[config.mk]
export PLATFORM = sky130hd
export DESIGN_NAME = fetch_ctrl
export DESIGN_NICKNAME = d
export VERILOG_FILES = /design/src/rtl/fetch_ctrl_pkg.sv /design/src/rtl/hazard_detect.sv /design/src/rtl/fetch_ctrl.sv
export SDC_FILE = /design/constraint.sdc
export NUM_CORES = 1
export LEC_CHECK = 0
export ABC_CLOCK_PERIOD_IN_PS = 2800
export CAP_MARGIN = 10
export CORE_MARGIN = 3
export CORE_UTILIZATION = 45
export CTS_CLUSTER_DIAMETER = 60
export DETAILED_ROUTE_END_ITERATION = 16
export PLACE_DENSITY = 0.9
export SYNTH_ARGS = -nofsm -noshare
export SYNTH_HDL_FRONTEND = slang
export SYNTH_SLANG_ARGS = --single-unit
[constraint.sdc]
create_clock -name clk -period 2.8 [get_ports clk]
set_clock_uncertainty 0.15 [all_clocks]
set_input_delay 0.28 -clock clk [delete_from_list [all_inputs] [get_ports clk]]
set_output_delay 0.28 -clock clk [all_outputs]
set_load 0.02 [all_outputs]
[src/rtl/fetch_ctrl_pkg.sv]
// fetch_ctrl_pkg
// Shared types and constants for the front-end sequencing controller.
//   state_e    : controller FSM states (RUN, VBUSY, HALT)
//   OP_CTRL    : op field of control-class instructions
//   INST_HALT  : inst field of HALT within the control class
//   NOP_OP/NOP_INST : encoding loaded into the fetch register on a flush
//   VCNT_W     : width of the vector-unit occupancy counter
package fetch_ctrl_pkg;

    typedef enum logic [1:0] {
        RUN   = 2'd0,
        VBUSY = 2'd1,
        HALT  = 2'd2
    } state_e;

    localparam logic [1:0] OP_CTRL   = 2'b11;
    localparam logic [1:0] INST_HALT = 2'b11;
    localparam logic [1:0] NOP_OP    = 2'b00;
    localparam logic [1:0] NOP_INST  = 2'b01;

    localparam int VCNT_W = 4;

    function automatic logic is_halt(input logic [1:0] op, input logic [1:0] inst);
        return (op == OP_CTRL) && (inst == INST_HALT);
    endfunction

endpackage

[src/rtl/hazard_detect.sv]
// hazard_detect
// Combinational hazard detection for the decode-stage instruction.
//   ex_is_load, ex_rd     : scalar load currently in execute and its destination
//   id_flagV, id_r2, id_r3: decode-stage vector flag and source registers
//   vcnt                  : remaining occupancy of the vector unit (0 = free)
//   lu_stall              : decode reads a register still being loaded
//   v_stall               : decode holds a vector op while the vector unit is busy
module hazard_detect (
    input  logic       ex_is_load,
    input  logic [3:0] ex_rd,
    input  logic       id_flagV,
    input  logic [3:0] id_r2,
    input  logic [3:0] id_r3,
    input  logic [3:0] vcnt,
    output logic       lu_stall,
    output logic       v_stall
);

    // Vector instructions read the vector register file, so the scalar
    // load-use check only applies to scalar decode instructions.
    assign lu_stall = ex_is_load && !id_flagV && ((ex_rd == id_r2) || (ex_rd == id_r3));
    assign v_stall  = id_flagV && (vcnt != 4'd0);

endmodule

[src/rtl/fetch_ctrl.sv]
// fetch_ctrl
// Program counter and fetch/decode sequencing for the front end.
//   clk, rst   : clock, synchronous active-high reset
//   jmp_en, jmp_target : taken jump resolved in execute and its destination
//   id_*       : decode-stage instruction fields used for hazard/HALT decisions
//   ex_is_load, ex_rd  : execute-stage load information for load-use detection
//   pc         : registered fetch address
//   if_flush   : load NOP into the fetch register at the next edge
//   if_hold    : fetch register keeps its value at the next edge
//   id_bubble  : insert NOP into ID/EX at the next edge
//   vec_issue  : decode vector instruction advances to execute this cycle
//   halted     : registered HALT indication
// Handshake note: the control outputs are combinational requests that take
// effect at the next rising edge; there is no backpressure from the pipeline.
module fetch_ctrl
    import fetch_ctrl_pkg::*;
#(
    parameter int              PC_W     = 32,
    parameter int              PC_STEP  = 4,
    parameter logic [PC_W-1:0] PC_RESET = '0,
    parameter int              VEC_LAT  = 4
) (
    input  logic            clk,
    input  logic            rst,
    input  logic            jmp_en,
    input  logic [PC_W-1:0] jmp_target,
    input  logic [1:0]      id_op,
    input  logic [1:0]      id_inst,
    input  logic            id_flagV,
    input  logic [3:0]      id_r2,
    input  logic [3:0]      id_r3,
    input  logic            ex_is_load,
    input  logic [3:0]      ex_rd,
    output logic [PC_W-1:0] pc,
    output logic            if_flush,
    output logic            if_hold,
    output logic            id_bubble,
    output logic            vec_issue,
    output logic            halted
);

    localparam logic [VCNT_W-1:0] VCNT_INIT = VCNT_W'(VEC_LAT - 1);
    localparam logic [PC_W-1:0]   PC_INC    = PC_W'(PC_STEP);

    state_e            state_q, state_d;
    logic [PC_W-1:0]   pc_q, pc_d;
    logic [VCNT_W-1:0] vcnt_q, vcnt_d;
    logic              halted_q, halted_d;

    logic lu_stall;
    logic v_stall;
    logic enter_halt;

    hazard_detect u_hazard_detect (
        .ex_is_load (ex_is_load),
        .ex_rd      (ex_rd),
        .id_flagV   (id_flagV),
        .id_r2      (id_r2),
        .id_r3      (id_r3),
        .vcnt       (vcnt_q),
        .lu_stall   (lu_stall),
        .v_stall    (v_stall)
    );

    always_comb begin
        state_d    = state_q;
        pc_d       = pc_q;
        vcnt_d     = vcnt_q;
        halted_d   = halted_q;
        enter_halt = 1'b0;
        if_flush   = 1'b0;
        if_hold    = 1'b0;
        id_bubble  = 1'b0;
        vec_issue  = 1'b0;

        // The vector unit drains on its own: jumps, stalls and HALT do not
        // cancel an operation that has already been issued.
        if (vcnt_q != '0) begin
            vcnt_d = vcnt_q - 1'b1;
        end

        if (rst) begin
            if_flush = 1'b1;
        end else if (state_q == HALT) begin
            if_hold   = 1'b1;
            id_bubble = 1'b1;
        end else begin
            if (jmp_en) begin
                pc_d      = jmp_target;
                if_flush  = 1'b1;
                id_bubble = 1'b1;
            end else if (lu_stall || v_stall) begin
                if_hold   = 1'b1;
                id_bubble = 1'b1;
            end else begin
                pc_d = pc_q + PC_INC;
                if (id_flagV) begin
                    vec_issue = 1'b1;
                    vcnt_d    = VCNT_INIT;
                end
                enter_halt = is_halt(id_op, id_inst);
            end

            if (enter_halt) begin
                state_d  = HALT;
                halted_d = 1'b1;
            end else begin
                state_d = (vcnt_d != '0) ? VBUSY : RUN;
            end
        end
    end

    always_ff @(posedge clk) begin
        if (rst) begin
            state_q  <= RUN;
            pc_q     <= PC_RESET;
            vcnt_q   <= '0;
            halted_q <= 1'b0;
        end else begin
            state_q  <= state_d;
            pc_q     <= pc_d;
            vcnt_q   <= vcnt_d;
            halted_q <= halted_d;
        end
    end

    assign pc     = pc_q;
    assign halted = halted_q;

endmodule

-- After elaboration in Yosys (flattened, before gate mapping)
Index checks and enable logic that the tools add are counted.
Widths: inputs -> output; s select.
- memories kept: 0
- memory bits (read-only): 0
- logic and storage cells: 54
- bits in registers: 39
- latch bits: 0
- memory bits (writable): 0
- mux-type cells: 30
- equal/unequal tests: 6
- div/mod/pow operators: 0
- $mul: 0
- add/sub/neg operators: 2
- bitwise operators: 1
- order comparisons: 0
- reductions and logical operators: 11
- shift-type cells: 0
- operator list (kind ; number):
    $mux 32 ; 2
    $add 32x3->32 const B ; 1
    $mux 4 ; 7
    $mux 1 ; 20
    $eq 4x4->1 ; 2
    $reduce_bool 4->1 ; 2
    $eq 2x2->1 const B ; 3
    $logic_and 1x1->1 ; 4
    $reduce_and 2->1 ; 2
    $sub 4x1->4 const B ; 1
    $logic_or 1x1->1 ; 2
    $mux 2 ; 1
    $ne 2x2->1 const B ; 1
    $logic_not 1->1 ; 1
    $not 1->1 ; 1

-- Logic depth before layout (Yosys ltp)
- word-level depth: 11
- gate-level depth with buffers: 9
- depth with buffers taken out: 8

-- Modules after synthesis
Synthesis repeated with hierarchy kept, for this count alone.
- cells, all modules: 322
- area, all modules: 2486.1 µm²
- by module, submodules not included (module ; area each (µm²) ; seq. area each (µm²) ; cells an instance ; instances):
    fetch_ctrl ; 2381.0 ; 780.7 ; 309 ; 1
    hazard_detect ; 105.1 ; 0.0 ; 13 ; 1

-- Least setup slack after synthesis
OpenSTA, ideal clock, no wires.
- kind: reg2out
- start point: reg vcnt_q[0]
- end point: out if_hold
- cell stages (with the launch flop): 9
- slack: 0.403 ns
- buffers on the path: 1
- data arrival time: 1.967 ns
- path through: dfxtp_1 > inv_1 > ha_1 > nor3b_2 > or2b_2 > o21ai_1 > nor2_1 > buf_2 > nor2_1
- longest elaborated chain between the ends: 7
- ends and longest elaborated chain (item ; RTL line ; text):
    from (decl) ; fetch_ctrl.sv:47 ; logic [VCNT_W-1:0] vcnt_q, vcnt_d;
    from (signal assigned) ; fetch_ctrl.sv:122 ; vcnt_q <= vcnt_d;
    $reduce_bool 4->1 ; hazard_detect.sv:22 ; assign v_stall = id_flagV && (vcnt != 4'd0);
    $logic_and 1x1->1 ; hazard_detect.sv:22 ;
    $logic_or 1x1->1 ; fetch_ctrl.sv:92 ; end else if (lu_stall || v_stall) begin
    $mux 1 ; fetch_ctrl.sv:92 ;
    $mux 1 ; fetch_ctrl.sv:88 ; if (jmp_en) begin
    $mux 1 ; fetch_ctrl.sv:84 ; end else if (state_q == HALT) begin
    $mux 1 ; fetch_ctrl.sv:82 ; if (rst) begin
    to (decl) ; fetch_ctrl.sv:36 ; output logic if_hold,
Every way passes these cells.

-- Final worst setup path
Same ends and word-level chain as after synthesis.

==> metrics.yaml <==
placement:
  dpl_cell_area_um2: 3440
  hpwlAfterDp_um: 5940
  port_buffers: 89
  dp_cells: 464
  gp_congestion: 0.892
sta:
  hold_violations: 0
  tightest_slew_ns: 0.437
  fmax_mhz: 374
  finalMaxSlewViolations: 0
  finalHoldWorstSlack_ns: 0.300
  fin_crit_ns: 2.68
  finalCritPeriodShare: 0.956
  finalSetupTns_ns: 0
  max_slew_margin: 0.706
  rsz0062_at_grt: "no"
  setup_viol: 0
yosys:
  syn_area_per_cell_um2: 7.93
  ys_seq_area_frac: 0.326
  synth_seq_cells: 39
  synth.distinct_cells: 60
  yosysWarnings: 0
  synth_edf_count: 0
  synth_top_area_cell: "dfxtp_1"
  synth_top_cells_by_area: "dfxtp_1 33%, nand2_1 5.5%, a21oi_1 4.4%, o211ai_1 4.1%, nor2_1 3.6%"
  postSynthCellCount: 302
  yosysTopAreaCellShare: 0.326
  ys.flop_type: "dfxtp_1"
  async_flop_share: 0
  syn-num-nets: 357
  synth_area_um2: 2400
cts:
  cts_tree: "built"
  clk_latency_ns: 0.30
  clk_pin_slew_ns: 0.09
  clock_path_buffers: 2
  numCtsBuffers: 5
  ctsRootBufferMaster: "clkbuf_8"
  clock-sinks: 39
  cts_max_level: 2
  hold_buffers: 0
  postCtsSetupBuffers: 0
global_route:
  grt_pass1_vias: 2730
  grt_overflow: 0
  grtUsageMet3: 0.0454
  grt_pass1_wl_um: 13500
  grtUsageMet2: 0.450
  grt_max_degree: 37
  grt_use_met1: 0.349
  antenna_found_initial: 0
  track_usage: 0.269
  top_usage_layer: "met2"
finish:
  syn_to_final_growth_pct: 48.3
  num_antenna_cells: 0
  nNetsFinal: 459
  fin_util: 0.719
  fin_cells: 472
  drive_gt1_frac: 0.116
  final_cell_area_um2: 3550
setup_path:
  critical_path_class: "register to output pin"
  path_delay_family: "simple AND/OR/NAND/NOR gates"
  reg2reg_depth: 10
  rrSetupSlack_ns: 0.37
  start_kind: "register"
  crit_path_frequent_cell: "nor2_1"
  r2r-start: "vcnt_q[0]"
  cp-end-kind: "output pin"
  slowest_stage: "dfxtp_1"
  critPathArrivalTime_ns: 2.25
  path_buf_inv: 2
  slowest_delay_ns: 0.38
  worst-path-max-fanout: 5
  crit_required_ns: 2.37
  crit_chain: "inv_1 > ha_1 > nor3b_2 > or2b_2 > o21ai_1 > nor2_1 > nor2_1 > clkbuf_2"
  r2r_end: "pc[18]"
floorplan:
  die_area_um2: 6240
  fp.dieH_um: 79.0
  core_um2: 4940
  rows: 25
  start_util: 0.485
  io_pins: 90
  fp.dieW_um: 79.0
detailed_routing:
  drc: 0
  wl_per_cell_um: 17.2
  drt_iter0_drc: 379
  first_pass_iters: 5
  drt-total-wl_um: 8110
  ant_nets: 0
  vias: 2889
  vias_per_cell: 6.12
pwr:
  sw_frac_of_total: 0.358
  peakVddDrop_mv: 0.374
  combPwrFrac: 0.384
  p_per_area_nw_per_um2: 555
  sequentialPowerShare: 0.369
  power_switching_mw: 0.706
  p_leak_nw: 1.29
  pwr-share-clk: 0.247
  internal_power_mw: 1.26
min_path:
  hold_path_class: "input pin to register"
  whs_path_depth: 3
  min_to: "pc[7]"
  min_from: "jmp_en"
flow_run:
  maxCapViolCount: 0
outcome:
  outcome: "finished clean"
-- cells in the mapped netlist, types with 7 or more instances --
library cell	instances
nand4_1	7
nor4_1	13
nor2_1	23
nand2_1	35
a21oi_1	21
inv_1	11
o21ai_0	10
nand3_1	14
o22ai_1	9
dfxtp_1	39
o2bb2ai_1	9
xor2_1	8
o211ai_1	13
clkbuf_1	8
-- how the worst max path moves through the flow --
| stage | cells after the start | start | endpoint | slack [ns] |
|---|---|---|---|---|
| after CTS | 8 | vcnt_q[0] | if_hold | 0.009 |
| final | 8 | vcnt_q[0] | if_hold | 0.12 |
| after global placement | 7 | ex_rd[2] | if_hold | -0.05 |
| after floorplan | 8 | vcnt_q[0] | if_hold | 0.40 |
| after global routing | 8 | vcnt_q[0] | if_hold | 0.005 |
| after detailed placement | 9 | ex_rd[2] | id_bubble | -0.08 |
-- routing by layer --
metal  vias to the layer above  part of all wire
met3                        14             0.086
met4                         0             0.017
met2                       163              0.49
li1                       1359                 -
met1                      1353              0.40
met5                         -                 0
-- per-stage QoR --
stage	setup slack [ns]	total power, mW
6_report	0.124	1.97
5_1_grt	0.00481	2.08
4_1_cts	0.00885	1.97
3_5_place_dp	-0.0808	1.49
3_3_place_gp	-0.0482	1.46
2_1_floorplan	0.403	1.15
-- power groups by stage --
stage	sequential [mW]	combinational [mW]	clock, mW
after floorplan	0.774	0.376	0
after global placement	0.731	0.729	0
after detailed placement	0.735	0.756	0
after CTS	0.723	0.758	0.485
after global routing	0.741	0.830	0.508
final	0.727	0.758	0.486
-- sequential cells by signal, indices dropped and copies added, names as in the netlist --
signal	count
pc	32
vcnt_q	4
state_q	2
halted	1
-- area by class of cell --
cell class,instances,area (µm²)
Multi-Input combinational cell,237,1500
Fill cell,421,1390
Timing Repair Buffer,110,1040
Sequential cell,39,781
Tap cell,67,83.8
Clock buffer,5,68.8
Clock inverter,3,43.8
Inverter,11,41.3
-- kinds of logic (layout without fill, tap and decap cells) --
kind of cell / Yosys count / in the layout / synth area share
fa+ha+maj: 2 / 2 / 0.0104
compound gates: 94 / 94 / 0.273
flops: 39 / 39 / 0.326
buf+inv: 26 / 129 / 0.0517
simple gates: 130 / 130 / 0.298
xor+xnor: 9 / 9 / 0.0329
mux: 2 / 2 / 0.00836
-- cells in the final DEF, fill, tap and decap left out, types with 3 or more instances in the layout --
cell             count
a22oi_1              3
inv_1               11
o21ai_0             10
clkbuf_8             5
nor4_1              12
o311ai_0             6
o211ai_1            13
and3_1               4
xor2_1               8
nor3_1               6
clkdlybuf4s50_1     85
nand2_1             35
or3_1                3
a21oi_1             21
buf_4               21
nand2b_1             3
o2bb2ai_1            9
o22ai_1              9
nand3_1             14
dfxtp_1             39
o21ai_1              3
nor2_1              23
nand4_1              7
-- worst register-to-register path: stages, from the launching register on --
cell     delay [ns]
dfxtp_1        0.38
inv_1          0.08
ha_1           0.21
nor3b_2        0.17
or2b_2         0.35
o21ai_1        0.25
nor2_1         0.09
buf_4          0.19
nand2_1        0.07
buf_4          0.24
o21ai_0        0.14
-- timing repair --
action,4_1_cts,5_1_grt
gates resized for setup,5,1
endpoints found under the hold margin,0,0
setup endpoints to repair,3,1
Note: power is estimated with default switching activity, not from simulation.
